**src/rtl/t05_htree_build_ctrl_pkg.sv**
```systemverilog
// Shared types and constants for the Huffman tree build controller.
// Optional scan watchdog is enabled with HTREE_TIMEOUT_EN.
package t05_htree_pkg;

  localparam int LEAF_CNT    = 256;
  localparam int MAX_NODES   = 128;
  localparam int DATA_W      = 64;
  localparam int TIMEOUT_CYC = 1024;

  localparam logic [8:0] SENTINEL  = 9'h180;
  localparam logic [8:0] NODE_BASE = 9'(LEAF_CNT);

  typedef enum logic [3:0] {
    S_IDLE,
    S_SCAN,
    S_WAIT,
    S_CHECK,
    S_WIPE1,
    S_WIPE2,
    S_WRSUM,
    S_NODE,
    S_DONE,
    S_ERR
  } state_t;

  function automatic logic [8:0] entry_addr(
    input logic [8:0] e
  );
    return e[8] ? NODE_BASE + {1'b0, e[7:0]}
                : {1'b0, e[7:0]};
  endfunction

endpackage

```
**src/rtl/t05_htree_build_ctrl_if.sv**
```systemverilog
// Scan-engine and SRAM-write bundle of the tree builder.
// Master side is the controller, slave side is FLV + SRAM.
interface t05_htree_build_ctrl_if;
  import t05_htree_pkg::*;

  logic              flv_start;
  logic              flv_done;
  logic [8:0]        flv_least1;
  logic [8:0]        flv_least2;
  logic [DATA_W-1:0] flv_sum;
  logic              mem_req;
  logic [8:0]        mem_addr;
  logic [DATA_W-1:0] mem_wdata;
  logic              mem_ack;

  modport master (
    output flv_start, mem_req,
    output mem_addr, mem_wdata,
    input  flv_done, flv_least1,
    input  flv_least2, flv_sum,
    input  mem_ack
  );

  modport slave (
    input  flv_start, mem_req,
    input  mem_addr, mem_wdata,
    output flv_done, flv_least1,
    output flv_least2, flv_sum,
    output mem_ack
  );

endinterface

```
**src/rtl/t05_htree_build_ctrl_memwr.sv**
```systemverilog
// SRAM write holder: latches one transfer on i_go and keeps
// req/addr/data stable until the cycle the SRAM acks it.
module t05_htree_memwr
  import t05_htree_pkg::*;
(
  input  logic              clk,
  input  logic              nrst,
  input  logic              i_go,
  input  logic [8:0]        i_addr,
  input  logic [DATA_W-1:0] i_data,
  input  logic              i_ack,
  output logic              o_req,
  output logic [8:0]        o_addr,
  output logic [DATA_W-1:0] o_data,
  output logic              o_fin
);

  logic              r_req;
  logic [8:0]        r_addr;
  logic [DATA_W-1:0] r_data;
  logic              w_fin;

  assign w_fin = r_req & i_ack;

  // hold the transfer from go until ack
  always_ff @(posedge clk or negedge nrst) begin
    if (!nrst) begin
      r_req  <= 1'b0;
      r_addr <= '0;
      r_data <= '0;
    end else if (i_go) begin
      r_req  <= 1'b1;
      r_addr <= i_addr;
      r_data <= i_data;
    end else if (w_fin) begin
      r_req  <= 1'b0;
    end
  end

  assign o_req  = r_req;
  assign o_addr = r_addr;
  assign o_data = r_data;
  assign o_fin  = w_fin;

endmodule

```
**src/rtl/t05_htree_build_ctrl.sv**
```systemverilog
// Huffman tree build sequencer: scan, merge, record nodes.
// Define HTREE_TIMEOUT_EN to add a watchdog on the scan wait.
module t05_htree_build_ctrl
  import t05_htree_pkg::*;
(
  input  logic       clk,
  input  logic       nrst,
  input  logic       start,
  t05_htree_build_ctrl_if.master bus,
  output logic       node_wr,
  output logic [6:0] node_idx,
  output logic [8:0] node_left,
  output logic [8:0] node_right,
  output logic       busy,
  output logic       done,
  output logic [8:0] root,
  output logic       err
);

  state_t            r_state;
  state_t            w_nxt;
  logic [8:0]        r_l1;
  logic [8:0]        r_l2;
  logic [DATA_W-1:0] r_sum;
  logic [7:0]        r_k;
  logic [8:0]        r_root;
  logic              r_err;
  logic              w_go;
  logic [8:0]        w_addr;
  logic [DATA_W-1:0] w_data;
  logic              w_req;
  logic              w_fin;
`ifdef HTREE_TIMEOUT_EN
  logic [10:0]       r_tcnt;
`endif

  // state register
  always_ff @(posedge clk or negedge nrst) begin
    if (!nrst) r_state <= S_IDLE;
    else       r_state <= w_nxt;
  end

  // next state and SRAM transfer launch
  always_comb begin
    w_nxt  = r_state;
    w_go   = 1'b0;
    w_addr = '0;
    w_data = '0;
    unique case (r_state)
      S_IDLE:  if (start) w_nxt = S_SCAN;
      S_SCAN:  w_nxt = S_WAIT;
      S_WAIT: begin
        if (bus.flv_done) w_nxt = S_CHECK;
`ifdef HTREE_TIMEOUT_EN
        else if (r_tcnt == 11'(TIMEOUT_CYC - 1))
          w_nxt = S_ERR;
`endif
      end
      S_CHECK: begin
        if (r_l2 == SENTINEL)
          w_nxt = S_DONE;
        else if (r_k == 8'(MAX_NODES))
          w_nxt = S_ERR;
        else
          w_nxt = S_WIPE1;
      end
      S_WIPE1: begin
        w_addr = entry_addr(r_l1);
        w_go   = ~w_req;
        if (w_fin) w_nxt = S_WIPE2;
      end
      S_WIPE2: begin
        w_addr = entry_addr(r_l2);
        w_go   = ~w_req;
        if (w_fin) w_nxt = S_WRSUM;
      end
      S_WRSUM: begin
        w_addr = NODE_BASE + {2'b00, r_k[6:0]};
        w_data = r_sum;
        w_go   = ~w_req;
        if (w_fin) w_nxt = S_NODE;
      end
      S_NODE:  w_nxt = S_SCAN;
      S_DONE:  w_nxt = S_IDLE;
      S_ERR:   w_nxt = S_IDLE;
      default: w_nxt = S_IDLE;
    endcase
  end

  // merge bookkeeping: latched scan result, count, root, error
  always_ff @(posedge clk or negedge nrst) begin
    if (!nrst) begin
      r_l1   <= SENTINEL;
      r_l2   <= SENTINEL;
      r_sum  <= '0;
      r_k    <= '0;
      r_root <= SENTINEL;
      r_err  <= 1'b0;
    end else begin
      if (r_state == S_IDLE && start) begin
        r_k    <= '0;
        r_err  <= 1'b0;
        r_root <= SENTINEL;
      end
      if (r_state == S_WAIT && bus.flv_done) begin
        r_l1  <= bus.flv_least1;
        r_l2  <= bus.flv_least2;
        r_sum <= bus.flv_sum;
      end
      if (r_state == S_CHECK && w_nxt == S_DONE)
        r_root <= r_l1;
      if (r_state != S_ERR && w_nxt == S_ERR)
        r_err <= 1'b1;
      if (r_state == S_NODE)
        r_k <= r_k + 8'd1;
    end
  end

`ifdef HTREE_TIMEOUT_EN
  // scan watchdog, restarted by every scan launch
  always_ff @(posedge clk or negedge nrst) begin
    if (!nrst)                  r_tcnt <= '0;
    else if (r_state == S_SCAN) r_tcnt <= '0;
    else if (r_state == S_WAIT) r_tcnt <= r_tcnt + 11'd1;
  end
`endif

  t05_htree_memwr u_memwr (
    .clk    (clk),
    .nrst   (nrst),
    .i_go   (w_go),
    .i_addr (w_addr),
    .i_data (w_data),
    .i_ack  (bus.mem_ack),
    .o_req  (w_req),
    .o_addr (bus.mem_addr),
    .o_data (bus.mem_wdata),
    .o_fin  (w_fin)
  );

  assign bus.mem_req   = w_req;
  assign bus.flv_start = (r_state == S_SCAN);
  assign node_wr    = (r_state == S_NODE);
  assign node_idx   = node_wr ? r_k[6:0] : 7'd0;
  assign node_left  = node_wr ? r_l1 : 9'd0;
  assign node_right = node_wr ? r_l2 : 9'd0;
  assign busy = (r_state != S_IDLE);
  assign done = (r_state == S_DONE) ||
                (r_state == S_ERR);
  assign root = r_root;
  assign err  = r_err;

endmodule

```
**src/flat_wrapper.sv**
```systemverilog
// flat-port wrapper written by rule: the top's interface ports become plain ports
module t05_htree_build_ctrl_flat import t05_htree_pkg::*;
  (clk, nrst, start, node_wr, node_idx, node_left, node_right, busy, done, root, err, bus_flv_start, bus_mem_req, bus_mem_addr, bus_mem_wdata, bus_flv_done, bus_flv_least1, bus_flv_least2, bus_flv_sum, bus_mem_ack);
  t05_htree_build_ctrl_if bus_i ();
  input  logic clk;
  input  logic nrst;
  input  logic start;
  output logic node_wr;
  output logic [6:0] node_idx;
  output logic [8:0] node_left;
  output logic [8:0] node_right;
  output logic busy;
  output logic done;
  output logic [8:0] root;
  output logic err;
  output wire logic [$bits(bus_i.flv_start)-1:0] bus_flv_start;
  output wire logic [$bits(bus_i.mem_req)-1:0] bus_mem_req;
  output wire logic [$bits(bus_i.mem_addr)-1:0] bus_mem_addr;
  output wire logic [$bits(bus_i.mem_wdata)-1:0] bus_mem_wdata;
  input wire logic [$bits(bus_i.flv_done)-1:0] bus_flv_done;
  input wire logic [$bits(bus_i.flv_least1)-1:0] bus_flv_least1;
  input wire logic [$bits(bus_i.flv_least2)-1:0] bus_flv_least2;
  input wire logic [$bits(bus_i.flv_sum)-1:0] bus_flv_sum;
  input wire logic [$bits(bus_i.mem_ack)-1:0] bus_mem_ack;
  assign bus_flv_start = bus_i.flv_start;
  assign bus_mem_req = bus_i.mem_req;
  assign bus_mem_addr = bus_i.mem_addr;
  assign bus_mem_wdata = bus_i.mem_wdata;
  assign bus_i.flv_done = bus_flv_done;
  assign bus_i.flv_least1 = bus_flv_least1;
  assign bus_i.flv_least2 = bus_flv_least2;
  assign bus_i.flv_sum = bus_flv_sum;
  assign bus_i.mem_ack = bus_mem_ack;
  t05_htree_build_ctrl u_core (.clk(clk), .nrst(nrst), .start(start), .bus(bus_i), .node_wr(node_wr), .node_idx(node_idx), .node_left(node_left), .node_right(node_right), .busy(busy), .done(done), .root(root), .err(err));
endmodule
```
**config.mk**
```make
export PLATFORM = sky130hd
export DESIGN_NAME = t05_htree_build_ctrl_flat
export DESIGN_NICKNAME = d
export VERILOG_FILES = /design/src/rtl/t05_htree_build_ctrl_pkg.sv /design/src/rtl/t05_htree_build_ctrl_if.sv /design/src/rtl/t05_htree_build_ctrl_memwr.sv /design/src/rtl/t05_htree_build_ctrl.sv /design/src/flat_wrapper.sv
export SDC_FILE = /design/constraint.sdc
export NUM_CORES = 1
export LEC_CHECK = 0
export CORE_ASPECT_RATIO = 0.8
export CORE_UTILIZATION = 35
export CTS_CLUSTER_SIZE = 20
export DETAILED_ROUTE_END_ITERATION = 7
export GPL_ROUTABILITY_DRIVEN = 0
export GPL_TIMING_DRIVEN = 0
export HOLD_SLACK_MARGIN = 0.02
export PLACE_DENSITY = 0.69
export SYNTH_ARGS = -nofsm -noshare
export SYNTH_HDL_FRONTEND = slang
export SYNTH_SLANG_ARGS = --single-unit
export TNS_END_PERCENT = 1
```
**constraint.sdc**
```tcl
create_clock -name clk -period 1.55 [get_ports clk]
set_clock_uncertainty 0.05 [all_clocks]
set_input_delay 0.155 -clock clk [delete_from_list [all_inputs] [get_ports clk]]
set_output_delay 0.155 -clock clk [all_outputs]
set_load 0.01 [all_outputs]
```
==> qor.yml <==
area_growth_pct: 40.0
period_needed_ns: 1.82
coreArea_mm2: 0.0226
drive_gt1_share_pct: 23.8
power_per_cell_area_mw_per_mm2: 1790
mappedNetlistArea_mm2: 0.00808
finalHoldViolCount: 0
synth_top_cell_by_area: "dfrtp_1"
cts_tree: "done"
drt_first_pass_iters: 4
synthesis.instances: 642
synth.most_common_cell: "dfrtp_1"
synth_flop_cell: "dfrtp_1"
finalNetCount: 967
yosysUniqueCellTypes: 46
hold_class: "input port to async pin"
drv_slew: 0
critPathSlowestCell: "dfrtp_2"
reg2reg_from: "u_core.r_state[1]"
yosysTopAreaCellShare_pct: 53.2
antenna_left: 0
relSlewSlack_pct: 60.9
yosys_warnings: 0
clock_path_buffers: 2
sw_frac_of_total_pct: 33.9
cp.arrival_ns: 1.61
globalRouteOverflowTotal: 0
end_kind: "primary output"
crit_type: "flip-flop to primary output"
cp-startpoint: "u_core.r_state[3]"
insertion_delay_ns: 0.43
rsz0062_at_grt: "yes"
p_sw_mw: 6.87
row_count: 49
leakagePower_nw: 5.52
worst_pin_slew_ns: 0.586
synth-async-reset-ratio_pct: 100
setup_ws_ns: -0.268
violations: "setup timing"
syn-num-nets: 731
dieArea_mm2: 0.0237
critical_path.max_fanout: 10
grt_use_total_pct: 17.3
vias_per_cell: 4.57
internal-power_mw: 13.4
vdd_ir_drop_max_uv: 873
post-route-drc-count: 0
dpl_worst_slack_ns: -0.601
cts-buffers-inserted: 17
wl_per_cell_um: 16.6
cpPeakStageDelay_ns: 0.43
pwr-share-seq_pct: 38.0
post-route-period-util_pct: 117
grt_start_max_net_pins: 107
timing.setup.tns_ns: -23.43
start_util_pct: 35.8
hpwl_um: 13800
whs_ns: 0.206
worstPathCellList: "nand4b_4 -> buf_8 -> nor2_2 -> clkdlybuf4s15_2"
dp.cells: 1148
cp_top_family: "flip-flops"
status: "finished, violations left"
synth.avg_cell_area_um2: 12.6
synthTopCellsByCount: "dfrtp_1, mux2i_1, inv_1"
worst-path-buf-inv: 2
totalPowerFinal_mw: 20.2
port_buffers: 199
drt_iter0_markers: 282
synth_seq_cells: 178
antenna_found_initial: 0
power_frac_clock_pct: 20.8
vias: 5460
die_h_um: 138
synth_edf_count: 0
insertedDiodeCount: 0
cts_sinks: 178
start_kind: "flip-flop"
io_pins: 200
die_w_um: 172
clk_pin_slew_ns: 0.08
setup_violations: 187
routed_wirelength_um: 19900
ys_seq_area_share_pct: 55.2
grt_pass1_vias: 5511
finalNonFillerCells: 1196
cap_violations: 0
synthTopCellsByArea: "dfrtp_1, mux2_4, mux2i_1"
pwr-share-comb_pct: 41.3
fmax_ghz: 0.550
root_buffer: "clkbuf_16"
crit_required_ns: 1.34
grt_pass1_wl_um: 30800
h-tree-depth: 4
## path summary, 6_finish.rpt
kind	slack (ns)	end	depth (start not counted)
min in group clk	0.27	u_core.r_l1[4]	2
worst min register to register	0.43	u_core.u_memwr.o_addr[1]	1
worst max register to register	-0.20	u_core.u_memwr.o_addr[5]	7
max in group asynchronous	0.26	u_core.r_state[3]	3
worst max-delay path	-0.27	node_idx[0]	4
worst min-delay path	0.21	u_core.r_sum[33]	2
## timing repair
item                                    4_1_cts  5_1_grt
setup buffers                                13        3
endpoints found under the setup margin      244      224
endpoints found under the hold margin        72        0
pin swaps                                     9        1
hold buffers                                  1        0
resized for setup                           220       48
## layout by cell type, fill, tap and decap left out, types with 3 or more instances in the layout
cell	n
a21oi_1	8
and2_1	13
and3_1	3
buf_12	9
buf_2	26
buf_4	13
buf_6	26
buf_8	5
clkbuf_16	17
clkdlybuf4s50_1	109
clkinv_4	6
dfrtp_1	170
dfstp_2	6
dlygate4sd2_1	60
inv_1	79
inv_8	5
mux2_1	21
mux2_4	69
mux2i_1	83
nand2_1	69
nand2b_1	4
nand4_1	3
nand4b_1	3
nor2_1	6
nor2_2	9
nor3_1	4
o21ai_1	11
o2bb2ai_1	8
## per-layer routing
metal | GRT usage, % | share of wire (%) | vias to the layer above
met3 | 6.11 | 7.5 | 13
met2 | 25.8 | 45 | 132
met1 | 23.8 | 47 | 2704
li1 | - | - | 2611
met5 | 0 | 0 | -
met4 | 4.47 | 0.77 | 0
## power groups by stage
stage	sequential, mW	clock (mW)	combinational, mW
after floorplan	7.75	0	4.72
after global placement	7.68	0	7.77
after detailed placement	7.71	0	7.91
after CTS	7.66	4.34	7.98
after global routing	7.91	4.52	9.02
final	7.68	4.20	8.35
## area by class of cell
class                           instances  area (um^2)
Multi-Input combinational cell        346         3130
Timing Repair Buffer                  217         1990
Tap cell                              306          383
Buffer                                 37          460
Clock inverter                         14          149
Inverter                               81          307
Sequential cell                       178         4460
Fill cell                            2092        11200
Clock buffer                           17          425
## through the flow
stage          area [um^2]  util [%]
2_1_floorplan         8080         -
3_5_place_dp         10500      46.5
3_3_place_gp         10500      46.4
4_1_cts              11100      49.3
5_1_grt              11300      50.2
6_report             11300      50.2
## kinds of logic after synthesis
logic type | Yosys count | synth area share [%]
buffers and inverters | 118 | 7.10
xor gates and xnor gates | 1 | 0.108
adders and majority gates | 2 | 0.310
AOI/OAI and AO/OA | 39 | 3.14
and+or+nand+nor | 130 | 8.00
DFF | 178 | 55.2
muxes | 174 | 26.1
## state kept, by name, summed over array words and instances, names as in the netlist
| name | flops |
|---|---|
| u_core.err | 1 |
| u_core.r_state | 4 |
| u_core.u_memwr.o_data | 64 |
| u_core.r_k | 8 |
| u_core.root | 9 |
| u_core.r_l2 | 9 |
| u_core.u_memwr.o_addr | 9 |
| u_core.u_memwr.o_req | 1 |
| u_core.r_l1 | 9 |
| u_core.r_sum | 64 |
No activity file was read; power rests on OpenSTA's default activity.
